===== config.mk =====
export PLATFORM = sky130hd
export DESIGN_NAME = sam_vram_fetcher
export DESIGN_NICKNAME = d
export VERILOG_FILES = /design/src/rtl/sam_vram_pkg.sv /design/src/rtl/sam_vram_fifo.sv /design/src/rtl/sam_vram_fetcher.sv
export SDC_FILE = /design/constraint.sdc
export NUM_CORES = 1
export LEC_CHECK = 0
export BUFFER_PORTS_ARGS = -buffer_cell sky130_fd_sc_hd__buf_2
export CORE_MARGIN = 4
export CORE_UTILIZATION = 40
export DETAILED_ROUTE_END_ITERATION = 16
export PLACE_DENSITY = 0.6
export SYNTH_ARGS = -nofsm -noshare
export SYNTH_HDL_FRONTEND = slang
export SYNTH_SLANG_ARGS = --single-unit

===== constraint.sdc =====
create_clock -name clk -period 5.6 [get_ports clk]
set_input_delay 0.28 -clock clk [delete_from_list [all_inputs] [get_ports clk]]
set_output_delay 0.28 -clock clk [all_outputs]
set_load 0.01 [all_outputs]

===== src/rtl/sam_vram_pkg.sv =====
// Shared constants and types for the SAM VRAM line fetcher.
package sam_vram_pkg;

    localparam int VRAM_ADDR_W = 19;
    localparam int LINE_LEN_W  = 9;

    typedef enum logic {
        IDLE  = 1'b0,
        FETCH = 1'b1
    } fetch_state_t;

endpackage


===== src/rtl/sam_vram_fifo.sv =====
// Synchronous show-ahead FIFO holding fetched screen bytes.
// The head entry is presented on dout without a read request; an empty FIFO
// shows all-ones. Flush has priority over push and pop in the same cycle.
// Push into a full FIFO is accepted only when a pop happens in the same cycle.
module sam_vram_fifo #(
    parameter int DEPTH = 8,
    parameter int W     = 8
) (
    input  logic         clk,
    input  logic         rst_n,
    input  logic         flush,
    input  logic         push,
    input  logic [W-1:0] din,
    input  logic         pop,
    output logic [W-1:0] dout,
    output logic         empty,
    output logic         full
);

    localparam int PW = $clog2(DEPTH);
    localparam logic [PW:0] FULL_CNT = DEPTH[PW:0];

    logic [W-1:0]  mem [DEPTH];
    logic [PW-1:0] wr_ptr_reg;
    logic [PW-1:0] rd_ptr_reg;
    logic [PW:0]   count_reg;
    logic          do_pop;
    logic          do_push;

    assign empty   = (count_reg == '0);
    assign full    = (count_reg == FULL_CNT);
    assign do_pop  = pop && !empty;
    assign do_push = push && (!full || do_pop);
    assign dout    = empty ? {W{1'b1}} : mem[rd_ptr_reg];

    // Pointer and occupancy bookkeeping; flush empties the queue at once.
    always_ff @(posedge clk or negedge rst_n) begin
        if (!rst_n) begin
            wr_ptr_reg <= '0;
            rd_ptr_reg <= '0;
            count_reg  <= '0;
        end else if (flush) begin
            wr_ptr_reg <= '0;
            rd_ptr_reg <= '0;
            count_reg  <= '0;
        end else begin
            if (do_push) wr_ptr_reg <= wr_ptr_reg + 1'b1;
            if (do_pop)  rd_ptr_reg <= rd_ptr_reg + 1'b1;
            if (do_push && !do_pop)      count_reg <= count_reg + 1'b1;
            else if (do_pop && !do_push) count_reg <= count_reg - 1'b1;
        end
    end

    // Storage write; contents need no reset because empty masks the head.
    always_ff @(posedge clk) begin
        if (do_push && !flush) mem[wr_ptr_reg] <= din;
    end

endmodule


===== src/rtl/sam_vram_fetcher.sv =====
// SAM VRAM line fetcher: during ASIC SRAM turns it walks one scanline of
// screen bytes into a show-ahead FIFO that the pixel serialiser drains.
// Optional build macro VRAM_PAGE_WRAP_EN: the address increments only in
// bits [14:0], so a line wraps inside its 32K page pair.
module sam_vram_fetcher
    import sam_vram_pkg::*;
#(
    parameter int FIFO_DEPTH = 8,
    parameter int ADDR_W     = VRAM_ADDR_W
) (
    input  logic                  clk,
    input  logic                  rst_n,
    input  logic                  whichturn,
    input  logic                  line_start,
    input  logic [ADDR_W-1:0]     line_base,
    input  logic [LINE_LEN_W-1:0] line_len,
    input  logic [7:0]            data_to_asic,
    output logic [ADDR_W-1:0]     vramaddr,
    input  logic                  pix_rd,
    output logic [7:0]            pix_data,
    output logic                  pix_empty,
    output logic                  busy,
    output logic                  underrun
);

    fetch_state_t          state_reg;
    logic [ADDR_W-1:0]     addr_reg;
    logic [LINE_LEN_W-1:0] remaining_reg;
    logic                  underrun_reg;
    logic                  fifo_full;
    logic                  slot;
    logic                  fifo_push;

    function automatic logic [ADDR_W-1:0] next_addr(input logic [ADDR_W-1:0] a);
`ifdef VRAM_PAGE_WRAP_EN
        logic [14:0] low;
        low = a[14:0] + 15'd1;
        return {a[ADDR_W-1:15], low};
`else
        return a + 1'b1;
`endif
    endfunction

    // A slot is an ASIC turn with room in the FIFO and bytes left to fetch.
    assign slot      = (state_reg == FETCH) && whichturn && !fifo_full &&
                       (remaining_reg != '0);
    assign fifo_push = slot && !line_start;

    assign vramaddr  = addr_reg;
    assign busy      = (state_reg == FETCH);
    assign underrun  = underrun_reg;

    // Fetch control: line_start always wins and restarts the line.
    always_ff @(posedge clk or negedge rst_n) begin
        if (!rst_n) begin
            state_reg     <= IDLE;
            addr_reg      <= '0;
            remaining_reg <= '0;
            underrun_reg  <= 1'b0;
        end else if (line_start) begin
            addr_reg      <= line_base;
            remaining_reg <= line_len;
            underrun_reg  <= 1'b0;
            state_reg     <= (line_len == '0) ? IDLE : FETCH;
        end else begin
            if (pix_rd && pix_empty) underrun_reg <= 1'b1;
            if (slot) begin
                addr_reg      <= next_addr(addr_reg);
                remaining_reg <= remaining_reg - 1'b1;
                if (remaining_reg == LINE_LEN_W'(1)) state_reg <= IDLE;
            end
        end
    end

    sam_vram_fifo #(
        .DEPTH (FIFO_DEPTH),
        .W     (8)
    ) u_fifo (
        .clk   (clk),
        .rst_n (rst_n),
        .flush (line_start),
        .push  (fifo_push),
        .din   (data_to_asic),
        .pop   (pix_rd),
        .dout  (pix_data),
        .empty (pix_empty),
        .full  (fifo_full)
    );

endmodule


==> load_flow_metrics.sql <==
INSERT INTO impl_metrics (metric_group, metric, value, unit) VALUES
('status', 'outcome', 'completed', ''),
('synthesis', 'synth.yosys.warnings', '0', ''),
('timing', 'timing_worst_slew_pin_value', '1.12', 'ns'),
('place', 'dp.final_hpwl', '7040', 'um'),
('global_route', 'grt_pass1_vias', '3262', ''),
('finish', 'fin_cells', '590', ''),
('critical_path', 'timing.critical_path.max_delay_family', 'simple AND/OR/NAND/NOR gates', ''),
('timing', 'fin_tns_setup', '0', 'ns'),
('floorplan', 'fp.dieW', '118', 'um'),
('floorplan', 'initial_utilization', '41.6', '%'),
('critical_path', 'critical_path_arrival', '3.49', 'ns'),
('timing', 'finalCritPeriodShare', '58.1', '%'),
('finish', 'design.final.nets', '492', ''),
('min_path', 'min_path_type', 'in -> async', ''),
('power', 'design_power_total', '2090', 'uW'),
('timing', 'setup_violations', '0', ''),
('clock_tree', 'cts.htree.levels', '3', ''),
('flow_run', 'drv_cap', '0', ''),
('critical_path', 'startpoint_type', 'flip-flop', ''),
('place', 'gp_congestion', '0.795', ''),
('clock_tree', 'path_clk_slew', '0.07', 'ns'),
('global_route', 'number_of_antenna_violations_at_the_first_check_in_global_routing', '0', ''),
('power', 'pwr_density_cell', '373', 'nW/um^2'),
('timing', 'max-slew-margin-rel', '25.0', '%'),
('routing', 'wl_per_cell', '17.5', 'um'),
('timing', 'final-max-slew-violation-count', '0', ''),
('synthesis', 'synthesis.area_per_instance', '12.8', 'um^2'),
('place', 'portBuffers', '70', ''),
('routing', 'antenna_left', '0', ''),
('floorplan', 'fp.dieArea', '13900', 'um^2'),
('routing', 'firstDrtPassIters', '4', ''),
('critical_path', 'reg2reg_from', 'u_fifo.count_reg[1]', ''),
('global_route', 'gr-total-overflow', '0', ''),
('global_route', 'grt_util_all_layers', '15.6', '%'),
('timing', 'timing.fmax', '307', 'MHz'),
('timing', 'worst_setup_slack_final', '2.35', 'ns'),
('synthesis', 'synth_fp_nets', '427', ''),
('synthesis', 'synth_flop_cell', 'sky130_fd_sc_hd__edfxtp_1', ''),
('timing', 'timing_hold_violations_final', '0', ''),
('critical_path', 'cp_slowest_cell', 'sky130_fd_sc_hd__or4_1', ''),
('timing', 'finalWorstPathRequiredPeriod', '3.25', 'ns'),
('clock_tree', 'post-cts-setup-buffers', '0', ''),
('floorplan', 'placementRows', '39', ''),
('clock_tree', 'clock-sinks', '104', ''),
('place', 'post-place-ws', '2.35', 'ns'),
('global_route', 'pin_count_of_the_biggest_net_entering_global_routing', '77', ''),
('power', 'leakage_power', '0.00212', 'uW'),
('finish', 'largest_reg_flops', '64', ''),
('critical_path', 'critical_path.max_stage_delay', '0.77', 'ns'),
('timing', 'finalClockSkew', '0.0130', 'ns'),
('critical_path', 'chain_of_cells_forming_the_critical_path', 'or4_1 -> and2_4 -> nor3_4 -> nand2b_1 -> ha_1 -> a21o_1 -> a21oi_1 -> mux2i_1 -> mux2_1', ''),
('clock_tree', 'clock_tree.root_cell', 'sky130_fd_sc_hd__clkbuf_16', ''),
('synthesis', 'yosys.cell_count.top_type', 'sky130_fd_sc_hd__edfxtp_1', ''),
('clock_tree', 'holdBufCountCts', '0', ''),
('clock_tree', 'clock_buffer_count_from_cts', '9', ''),
('global_route', 'grt_first_pass_wirelength', '17100', 'um'),
('synthesis', 'yosys.area.top_type_share', '39.8', '%'),
('routing', 'totalWireLength', '10300', 'um'),
('critical_path', 'category_of_the_critical_setup_timing_path', 'reg -> reg', ''),
('synthesis', 'post-synth-top-area-cell', 'sky130_fd_sc_hd__edfxtp_1', ''),
('floorplan', 'fp.dieH', '118', 'um'),
('finish', 'area_growth_syn_to_layout', '16.3', '%'),
('critical_path', 'critical_path.startpoint', 'u_fifo.count_reg[1]', ''),
('floorplan', 'ioPinCount', '71', ''),
('synthesis', 'synth_commonest_cells', '64 x sky130_fd_sc_hd__edfxtp_1, 49 x sky130_fd_sc_hd__nand2_1, 40 x sky130_fd_sc_hd__dfrtp_1', ''),
('routing', 'vias', '3169', ''),
('synthesis', 'synth_async_sr_flop_share', '38.5', '%'),
('synthesis', 'synth.ff_latch_count', '104', ''),
('clock_tree', 'clock_insertion_delay_worst_skew', '0.36', 'ns'),
('synthesis', 'synthDistinctLibCells', '39', ''),
('finish', 'final_layout_size_suffix_gt1_share', '24.8', '%');
## worst reg2reg max path, stage by stage, from the launching register on
cell	delay, ns
sky130_fd_sc_hd__dfrtp_1	0.42
sky130_fd_sc_hd__or4_1	0.77
sky130_fd_sc_hd__and2_4	0.30
sky130_fd_sc_hd__nor3_4	0.28
sky130_fd_sc_hd__nand2b_1	0.16
sky130_fd_sc_hd__ha_1	0.31
sky130_fd_sc_hd__a21o_1	0.19
sky130_fd_sc_hd__a21oi_1	0.17
sky130_fd_sc_hd__mux2i_1	0.21
sky130_fd_sc_hd__mux2_1	0.33
## per-layer routing
layer / up-vias / track usage (%) / share of wire (%)
met5: - / 0 / 0
met4: 0 / 4.84 / 1.5
met1: 1550 / 21.5 / 47
met3: 11 / 4.52 / 5.4
met2: 82 / 23.9 / 46
li1: 1526 / - / -
## report_power, final
group / total (uW) / internal, uW / switching (uW)
sequential: 966 / 867 / 99.1
clock: 629 / 318 / 311
combinational: 499 / 246 / 253
## layout by cell type, fill, tap and decap left out, types with 2 or more instances in the layout
master / synthesis / layout
sky130_fd_sc_hd__nand2_1: 49 / 49
sky130_fd_sc_hd__edfxtp_1: 64 / 64
sky130_fd_sc_hd__a21o_1: 2 / 2
sky130_fd_sc_hd__buf_4: 1 / 5
sky130_fd_sc_hd__nand2b_1: 2 / 2
sky130_fd_sc_hd__and3_1: 5 / 5
sky130_fd_sc_hd__clkinv_8: 0 / 2
sky130_fd_sc_hd__inv_8: 0 / 2
sky130_fd_sc_hd__nor3b_1: 2 / 2
sky130_fd_sc_hd__a21oi_1: 5 / 5
sky130_fd_sc_hd__xor2_1: 20 / 20
sky130_fd_sc_hd__clkbuf_16: 0 / 9
sky130_fd_sc_hd__xnor2_1: 11 / 11
sky130_fd_sc_hd__clkinv_4: 0 / 3
sky130_fd_sc_hd__inv_1: 7 / 7
sky130_fd_sc_hd__ha_1: 8 / 8
sky130_fd_sc_hd__mux2i_1: 11 / 11
sky130_fd_sc_hd__nor2_1: 16 / 16
sky130_fd_sc_hd__buf_2: 1 / 70
sky130_fd_sc_hd__nor3_1: 11 / 11
sky130_fd_sc_hd__mux4_2: 16 / 16
sky130_fd_sc_hd__and2_1: 5 / 5
sky130_fd_sc_hd__nand4_1: 16 / 16
sky130_fd_sc_hd__nand3_1: 7 / 7
sky130_fd_sc_hd__o41ai_1: 2 / 2
sky130_fd_sc_hd__nor4_1: 11 / 11
sky130_fd_sc_hd__dfrtp_1: 40 / 40
sky130_fd_sc_hd__o21ai_0: 32 / 32
sky130_fd_sc_hd__and4_1: 2 / 2
## layout make-up
class	instances	area, um^2
Timing Repair Buffer	75	388
Inverter	7	26.3
Tap cell	143	179
Clock inverter	7	81.3
Clock buffer	9	225
Multi-Input combinational cell	245	1800
Fill cell	1010	6000
Sequential cell	104	2920
## path summary, 6_finish.rpt
check                                  endpoint  depth (start not counted)  slack [ns]
max                         u_fifo.count_reg[3]                          9        2.35
min                            remaining_reg[5]                          1        0.07
max reg2reg                 u_fifo.count_reg[3]                          9        2.35
min reg2reg                            underrun                          2        0.49
max in group asynchronous  u_fifo.wr_ptr_reg[1]                          1        4.95
min in group clk                    vramaddr[9]                          3        0.13
## through the flow
step           util (%)  area (um^2)  hold slack [ns]
2_1_floorplan         -         4830          -0.0156
6_report           48.4         5620           0.0730
4_1_cts            48.4         5620           0.0937
3_5_place_dp       45.7         5310            0.475
3_3_place_gp       45.7         5310            0.472
5_1_grt            48.4         5620            0.141
## cell families after synthesis
family	Yosys count	synth area share, %
buf+inv	28	2.44
mux	28	9.97
simple gates	135	14.3
fa+ha+maj	9	2.49
compound gates	42	4.66
xor+xnor	31	5.62
flops	104	60.5
No activity file was read; power rests on OpenSTA's default activity.
